**src/rtl/mem_ctrl_seq.sv**
```systemverilog
// Sequencer between the CPU load/store port and a single-port synchronous data RAM.
// One request per handshake; RAM enables pulse for one cycle, then a fixed wait, then Done.
module mem_ctrl_seq #(
    parameter int DWIDTH      = 32,
    parameter int AWIDTH      = 8,
    parameter int MEMDEPTH    = 256,
    parameter int WAIT_CYCLES = 2
) (
    input  logic                  clk,
    input  logic                  rst_n,
    input  logic                  Valid,
    input  logic                  RW,
    input  logic [AWIDTH-1:0]     Addr_in,
    input  logic [DWIDTH-1:0]     Wdata_in,
    input  logic [DWIDTH/8-1:0]   BE_in,
    output logic                  Ready,
    output logic                  Done,
    output logic                  Err,
    output logic [DWIDTH-1:0]     Rdata_out,
    output logic                  rdEn,
    output logic                  wrEn,
    output logic [DWIDTH/8-1:0]   wrByteEn,
    output logic [AWIDTH-1:0]     Addr,
    output logic [DWIDTH-1:0]     Wdata,
    input  logic [DWIDTH-1:0]     Rdata
);
    localparam int NBE = DWIDTH / 8;
    localparam int CW  = (WAIT_CYCLES > 1) ? $clog2(WAIT_CYCLES) : 1;
    localparam logic [CW-1:0] CNT_LOAD = CW'(WAIT_CYCLES - 1);
    // One extra bit so MEMDEPTH == 2^AWIDTH is representable
    localparam logic [AWIDTH:0] DEPTH_LIM = (AWIDTH + 1)'(MEMDEPTH);

    typedef enum logic [1:0] {
        S_IDLE   = 2'd0,
        S_ACCESS = 2'd1,
        S_WAIT   = 2'd2,
        S_DONE   = 2'd3
    } state_t;

    state_t              state_q, state_d;
    logic [CW-1:0]       cnt_q, cnt_d;
    logic                rw_q, rw_d;
    logic                err_q, err_d;
    logic [NBE-1:0]      be_q, be_d;
    logic [AWIDTH-1:0]   addr_q, addr_d;
    logic [DWIDTH-1:0]   wdata_q, wdata_d;
    logic [DWIDTH-1:0]   rdata_q, rdata_d;

    always_ff @(posedge clk) begin
        if (!rst_n) begin
            state_q <= S_IDLE;
            cnt_q   <= '0;
            rw_q    <= 1'b0;
            err_q   <= 1'b0;
            be_q    <= '0;
            addr_q  <= '0;
            wdata_q <= '0;
            rdata_q <= '0;
        end else begin
            state_q <= state_d;
            cnt_q   <= cnt_d;
            rw_q    <= rw_d;
            err_q   <= err_d;
            be_q    <= be_d;
            addr_q  <= addr_d;
            wdata_q <= wdata_d;
            rdata_q <= rdata_d;
        end
    end

    always_comb begin
        state_d = state_q;
        cnt_d   = cnt_q;
        rw_d    = rw_q;
        err_d   = err_q;
        be_d    = be_q;
        addr_d  = addr_q;
        wdata_d = wdata_q;
        rdata_d = rdata_q;
        unique case (state_q)
            S_IDLE: begin
                if (Valid) begin
                    addr_d  = Addr_in;
                    wdata_d = Wdata_in;
                    be_d    = BE_in;
                    rw_d    = RW;
                    if ({1'b0, Addr_in} < DEPTH_LIM) begin
                        err_d   = 1'b0;
                        state_d = S_ACCESS;
                    end else begin
                        err_d   = 1'b1;
                        state_d = S_DONE;
                    end
                end
            end
            S_ACCESS: begin
                cnt_d   = CNT_LOAD;
                state_d = S_WAIT;
            end
            S_WAIT: begin
                if (cnt_q == '0) begin
                    if (rw_q) begin
                        rdata_d = Rdata;
                    end
                    state_d = S_DONE;
                end else begin
                    cnt_d = cnt_q - CW'(1);
                end
            end
            S_DONE: begin
                state_d = S_IDLE;
            end
            default: begin
                state_d = S_IDLE;
            end
        endcase
    end

    // Handshake and RAM strobes come only from registered state
    assign Ready     = (state_q == S_IDLE);
    assign Done      = (state_q == S_DONE);
    assign Err       = (state_q == S_DONE) && err_q;
    assign rdEn      = (state_q == S_ACCESS) && rw_q;
    assign wrEn      = (state_q == S_ACCESS) && !rw_q;
    assign wrByteEn  = wrEn ? be_q : '0;
    assign Addr      = addr_q;
    assign Wdata     = wdata_q;
    assign Rdata_out = rdata_q;

endmodule

```
**config.mk**
```make
export PLATFORM = sky130hd
export DESIGN_NAME = mem_ctrl_seq
export DESIGN_NICKNAME = d
export VERILOG_FILES = /design/src/rtl/mem_ctrl_seq.sv
export SDC_FILE = /design/constraint.sdc
export NUM_CORES = 1
export LEC_CHECK = 0
export CAP_MARGIN = 30
export CORE_ASPECT_RATIO = 1.5
export CORE_MARGIN = 5
export CORE_UTILIZATION = 29
export DETAILED_ROUTE_END_ITERATION = 10
export SETUP_SLACK_MARGIN = 0.4
export SYNTH_ARGS = -nofsm -noshare
export SYNTH_HDL_FRONTEND = slang
export SYNTH_SLANG_ARGS = --single-unit
export TNS_END_PERCENT = 10
```
**constraint.sdc**
```tcl
create_clock -name clk -period 2.6 [get_ports clk]
set_input_delay 0.26 -clock clk [delete_from_list [all_inputs] [get_ports clk]]
set_output_delay 0.26 -clock clk [all_outputs]
set_load 0.1 [all_outputs]
```
==> qor.csv, run 1 <==
metric,value,unit
worstPathArrival,1.57,ns
cap_violations,0,
startpoint,state_q[1]$_SDFFE_PN0P_,
cts_tree,done,
grt_setup_unrepaired,no,
die_h,140,um
end_kind,primary output,
r2r-start,state_q[0]$_SDFFE_PN0P_,
final-hold-violation-count,0,
cts_buffer_depth,2,
synth_nets,449,
syn_inst,364,
vias_per_cell,4.32,
cts_hold_buf,0,
cts_inserted_buffers,9,
design_area,0.00506,mm^2
nets,594,
routed_wl,8850,um
seq_area_frac_synth,49.2,%
grt_usage,12.9,%
ys_warn_count,0,
use_met2,22.2,%
peakVddDrop,0.332,mV
slew_headroom,59.7,%
holdCritStartpoint,be_q[1]$_SDFFE_PN0P_,
dr_total_vias,2853,
critPathKind,register to primary output,
ant_nets,0,
layout_commonest_cell,nand2_1,
ios,161,
cts_resized,0,
path_clk_slew,0.06,ns
fin_skew,0.00542,ns
dr.pass1.iters,4,
status,"finished, final reports clean",
hpwl,6320,um
remaining_drc_errors,0,
ys_types,24,
wl_per_cell,13.4,um
final_max_slew_viol_count,0,
cts-root-buf,clkbuf_16,
grt_pass1_wl,13700,um
synth.avg_cell_area,8.95,um^2
hp-class,register to register,
initial_utilization,29.6,%
grt_overflow,0,
setup_tns,0,ns
power_density,981,mW/mm^2
syn2layout_area_growth,55.4,%
netlist_area,0.00326,mm^2
htree_levels,3,
grt_max_degree,114,
worst_pin_slew,0.604,ns
setup_viol,0,
layout_min_cycle_time,1.83,ns
required,2.34,ns
diodes,0,
core_area,0.0110,mm^2
placed_cell_area,0.00471,mm^2
critPathMaxFanout,5,
mostFrequentLayoutCells,"nand2_1 (125), dfxtp_1 (80), buf_4 (80)",
ys_seq_elements,80,
cts_sinks,80,
fp.dieArea,0.0135,mm^2
grt_pass1_vias,2775,
leakagePower,0.00209,uW
top_usage_layer,met2,
rows,47,
io_buffers,159,
drive_gt1_share,28.4,%
critPathLaunchType,register,
drt_iter0_markers,103,
insertion_delay,0.33,ns
post-cts-setup-buffers,0,
fmax,546,MHz
grtUsageMet3,4.05,%
period_share,70.5,%
place.gp.congestion,0.680,
grtUsageMet1,14.1,%
dieWidth,96.5,um
antenna_found_initial,0,
## kinds of logic (layout without fill, tap and decap cells)
group	after synthesis	in the layout	share of synthesized area, %
AO/OA/AOI/OAI	80	80	20.8
adder cells (fa/ha/maj)	5	5	1.92
buffers and inverters	31	181	6.19
flip-flops	80	80	49.2
multiplexers	1	1	0.307
other	1	1	0.115
AND/OR/NAND/NOR	166	166	21.5
## final timing paths
check                              endpoint  cells after the start  slack [ns]
setup / recovery                wrByteEn[0]                      5        0.77
hold / removal         be_q[1]$_SDFFE_PN0P_                      2        0.46
setup reg to reg  Rdata_out[7]$_SDFFE_PN0P_                      5        0.86
hold reg to reg        be_q[1]$_SDFFE_PN0P_                      2        0.46
## layer usage
metal	vias up	wire length (um)
met5	-	0
met4	0	143
met3	9	749
met2	97	4530
met1	1266	3430
li1	1481	-
## sequential cells by signal, indices dropped and copies added, names as in the netlist
signal     flops
be_q           4
Addr           8
Rdata_out     32
Wdata         32
cnt_q          1
state_q        2
rw_q           1
## cell type report
| class | count | area [um^2] |
|---|---|---|
| fillers | 1079 | 5940 |
| multi-input cells | 253 | 1460 |
| clock inverters | 6 | 116 |
| inverters | 3 | 11.3 |
| clock buffers | 10 | 239 |
| repair buffers | 162 | 1450 |
| well taps | 147 | 184 |
| flip-flops and latches | 80 | 1600 |
## metrics by stage
stage / total power [uW] / setup WS, ns / instances / hold slack, ns / utilization, %
2_1_floorplan: 3110 / 0.392 / 364 / 0.393 / -
3_3_place_gp: 3510 / 0.896 / 645 / 0.443 / 42.8
3_5_place_dp: 3540 / 0.837 / 645 / 0.453 / 42.8
4_1_cts: 5050 / 0.729 / 661 / 0.460 / 46.0
5_1_grt: 5200 / 0.629 / 661 / 0.475 / 46.0
6_report: 4970 / 0.767 / 661 / 0.460 / 46.0
## cells in the mapped netlist
library cell	count	share of area [%]
nor2b_1	1	0.19
mux2i_1	1	0.31
nand3b_4	1	0.61
nand2_1	125	14
a21boi_2	40	14
dfxtp_1	80	49
o211a_1	1	0.31
nand2_2	1	0.19
buf_6	1	0.35
and2_1	5	0.96
buf_2	11	1.7
nand3_1	32	4.9
a22oi_1	1	0.23
o221a_2	1	0.35
conb_1	1	0.12
buf_8	4	1.8
clkbuf_1	7	0.81
a21boi_0	5	1.2
inv_1	3	0.35
o21ai_0	30	4.6
and2_2	1	0.23
o21ai_1	2	0.31
buf_4	5	1.2
ha_1	5	1.9
## critical path, stage by stage, from the launching register on
cell and delay, ns:
dfxtp_1 0.39, inv_1 0.09, ha_1 0.20, nor2b_4 0.15, and2_2 0.19, buf_4 0.23
## power by group
group | internal [uW] | switching, uW
registers | 1380 | 85.0
logic | 527 | 1500
clock network | 969 | 507
total | 2870 | 2100
(Power assumes the default switching activity.)
==> inputs of run 2 (changes only) <==
==> constraint.sdc (replaced) <==
create_clock -name clk -period 1.9 [get_ports clk]
set_input_delay 0.19 -clock clk [delete_from_list [all_inputs] [get_ports clk]]
set_output_delay 0.19 -clock clk [all_outputs]
set_load 0.1 [all_outputs]
==> run 2 against run 1 <==
  * Non-clock buffer count rose by 5
  * Clock skew is essentially flat
  * Largest cell class unchanged
  * Combinational power up 50%
  * Hold slack worse by 0.050 ns
  * Largest power group unchanged
  * First-iteration DRC count is 45% lower
  * Critical path depth stayed put
  * Global-route usage increased by 0.44 points
  * Wire length increased by 3.9%
  * Clock power rose by 26%
  * Sequential power up 39%
==> qor.csv, run 2 (synthesized netlist as in run 1, its figures left out) <==
metric,value,unit,change
die_h,140,um,unchanged
rows,47,,unchanged
cap_violations,0,,unchanged
critPathMaxFanout,5,,unchanged
wl_per_cell,13.8,um,+2.9%
final_max_slew_viol_count,0,,unchanged
cts_buffer_depth,2,,unchanged
holdCritStartpoint,Rdata[17],,
hpwl,6320,um,about the same
drive_gt1_share,30.9,%,+2.5 points
leakagePower,0.00219,uW,+4.6%
routed_wl,9200,um,+3.9%
grt_overflow,0,,unchanged
setup_tns,0,ns,unchanged
seq_power_share,29.3,%,about the same
dr_total_vias,2931,,+2.7%
peakVddDrop,0.496,mV,+49%
insertion_delay,0.33,ns,about the same
cts-root-buf,clkbuf_16,,
grt_usage,13.3,%,+0.44 points
reg2reg_depth,4,,-1
antenna_found_initial,0,,unchanged
switching_power,2930,uW,+40%
setup_viol,0,,unchanged
grt_pass1_vias,2919,,+5.2%
critPathLaunchType,register,,
nets,601,,+1.2%
hp-class,primary input to register,,
place.gp.congestion,0.666,,-2.0%
drt_iter0_markers,57,,-45%
cellInternalPower,4000,uW,+39%
critPathKind,register to primary output,,
clkPwrFrac,26.8,%,-2.9 points
dieWidth,96.5,um,unchanged
pwr-share-comb,43.9,%,+3.0 points
netSwitchingFraction,42.3,%,+0.12 points
status,"finished, final reports clean",,
required,1.71,ns,-0.63 ns
dr.pass1.iters,4,,unchanged
path_clk_slew,0.06,ns,about the same
cts_tree,done,,
remaining_drc_errors,0,,unchanged
grt_max_degree,114,,unchanged
ios,161,,unchanged
grt_pass1_wl,14200,um,+3.5%
hold_depth,3,,+1
period_share,83.0,%,
layout_commonest_cell,nand2_1,,
mostFrequentLayoutCells,"nand2_1 (125), dfxtp_1 (78), clkdlybuf4s50_1 (78)",,
initial_utilization,29.6,%,unchanged
fmax,634,MHz,
r2r-start,state_q[0]$_SDFFE_PN0P_,,
io_buffers,159,,unchanged
core_area,0.0110,mm^2,unchanged
final-hold-violation-count,0,,unchanged
syn2layout_area_growth,60.9,%,
startpoint,state_q[1]$_SDFFE_PN0P_,,
grt_setup_unrepaired,yes,,
diodes,0,,unchanged
ant_nets,0,,unchanged
htree_levels,3,,unchanged
fin_skew,0.00505,ns,-0.000361 ns
end_kind,primary output,,
power_density,1320,mW/mm^2,+35%
layout_min_cycle_time,1.58,ns,
cts_sinks,80,,unchanged
fp.dieArea,0.0135,mm^2,unchanged
hold_slack,0.410,ns,-0.0498 ns
vias_per_cell,4.39,,+1.7%
cts_inserted_buffers,9,,unchanged
worstPathArrival,1.39,ns,-0.18 ns
==> run 2: changes by cell type in the layout (fill, tap and decap cells not counted), sizes merged <==
cell / before / now
nand3b: 1 / 3
bufinv: 3 / 2
buf: 84 / 89
clkinv: 3 / 1
clkbuf: 10 / 11
clkinvlp: 0 / 2
==> run 2: critical path: stages, from the launching register on <==
cell,delay (ns)
dfxtp_4,0.35
inv_4,0.06
ha_4,0.12
nor2b_4,0.18
and2_4,0.17
buf_12,0.16
==> run 2: area by class of cell <==
cell class | count | area (um^2)
fillers | 1085 | 5760
flip-flops and latches | 80 | 1610
repair buffers | 167 | 1580
multi-input cells | 255 | 1530
clock buffers | 11 | 243
well taps | 147 | 184
clock inverters | 5 | 80.1
inverters | 3 | 13.8
==> run 2: power by group through the flow <==
| stage | sequential, uW | combinational (uW) | clock (uW) |
|---|---|---|---|
| floorplan | 3140 | 1140 | 0 |
| global placement | 2040 | 2950 | 0 |
| detailed placement | 2050 | 2980 | 0 |
| CTS | 2030 | 3050 | 1930 |
| global route | 2060 | 3210 | 2000 |
| finish | 2030 | 3040 | 1860 |
==> run 2: routing by layer <==
layer	vias up	global-route usage [%]	share of wire (%)
li1	1501	-	-
met1	1295	15.9	42
met2	123	21.2	47
met3	12	5.18	10
met4	0	5.17	1.3
met5	-	0	0
==> run 2: repair_timing <==
action,4_1_cts,5_1_grt
setup endpoints to repair,44,79
gates cloned,1,1
setup buffers,3,0
hold buffers,0,0
endpoints found under the hold margin,0,0
pin swaps,2,1
resized for setup,3,3
==> run 2: per-stage QoR <==
| stage | util (%) | instance area [um^2] | setup WS (ns) | cells | total power, uW |
|---|---|---|---|---|---|
| 2_1_floorplan | - | 3290 | 0.182 | 364 | 4290 |
| 3_3_place_gp | 44.1 | 4850 | 0.281 | 647 | 4990 |
| 3_5_place_dp | 44.1 | 4850 | 0.200 | 647 | 5030 |
| 4_1_cts | 47.4 | 5220 | 0.302 | 667 | 7010 |
| 5_1_grt | 47.7 | 5240 | 0.263 | 668 | 7260 |
| 6_report | 47.7 | 5240 | 0.323 | 668 | 6930 |
==> run 2: worst paths after layout <==
kind | end | slack (ns)
max | wrByteEn[0] | 0.32
min | Rdata_out[17]$_SDFFE_PN0P_ | 0.41
max reg2reg | Rdata_out[20]$_SDFFE_PN0P_ | 0.45
min reg2reg | be_q[2]$_SDFFE_PN0P_ | 0.46
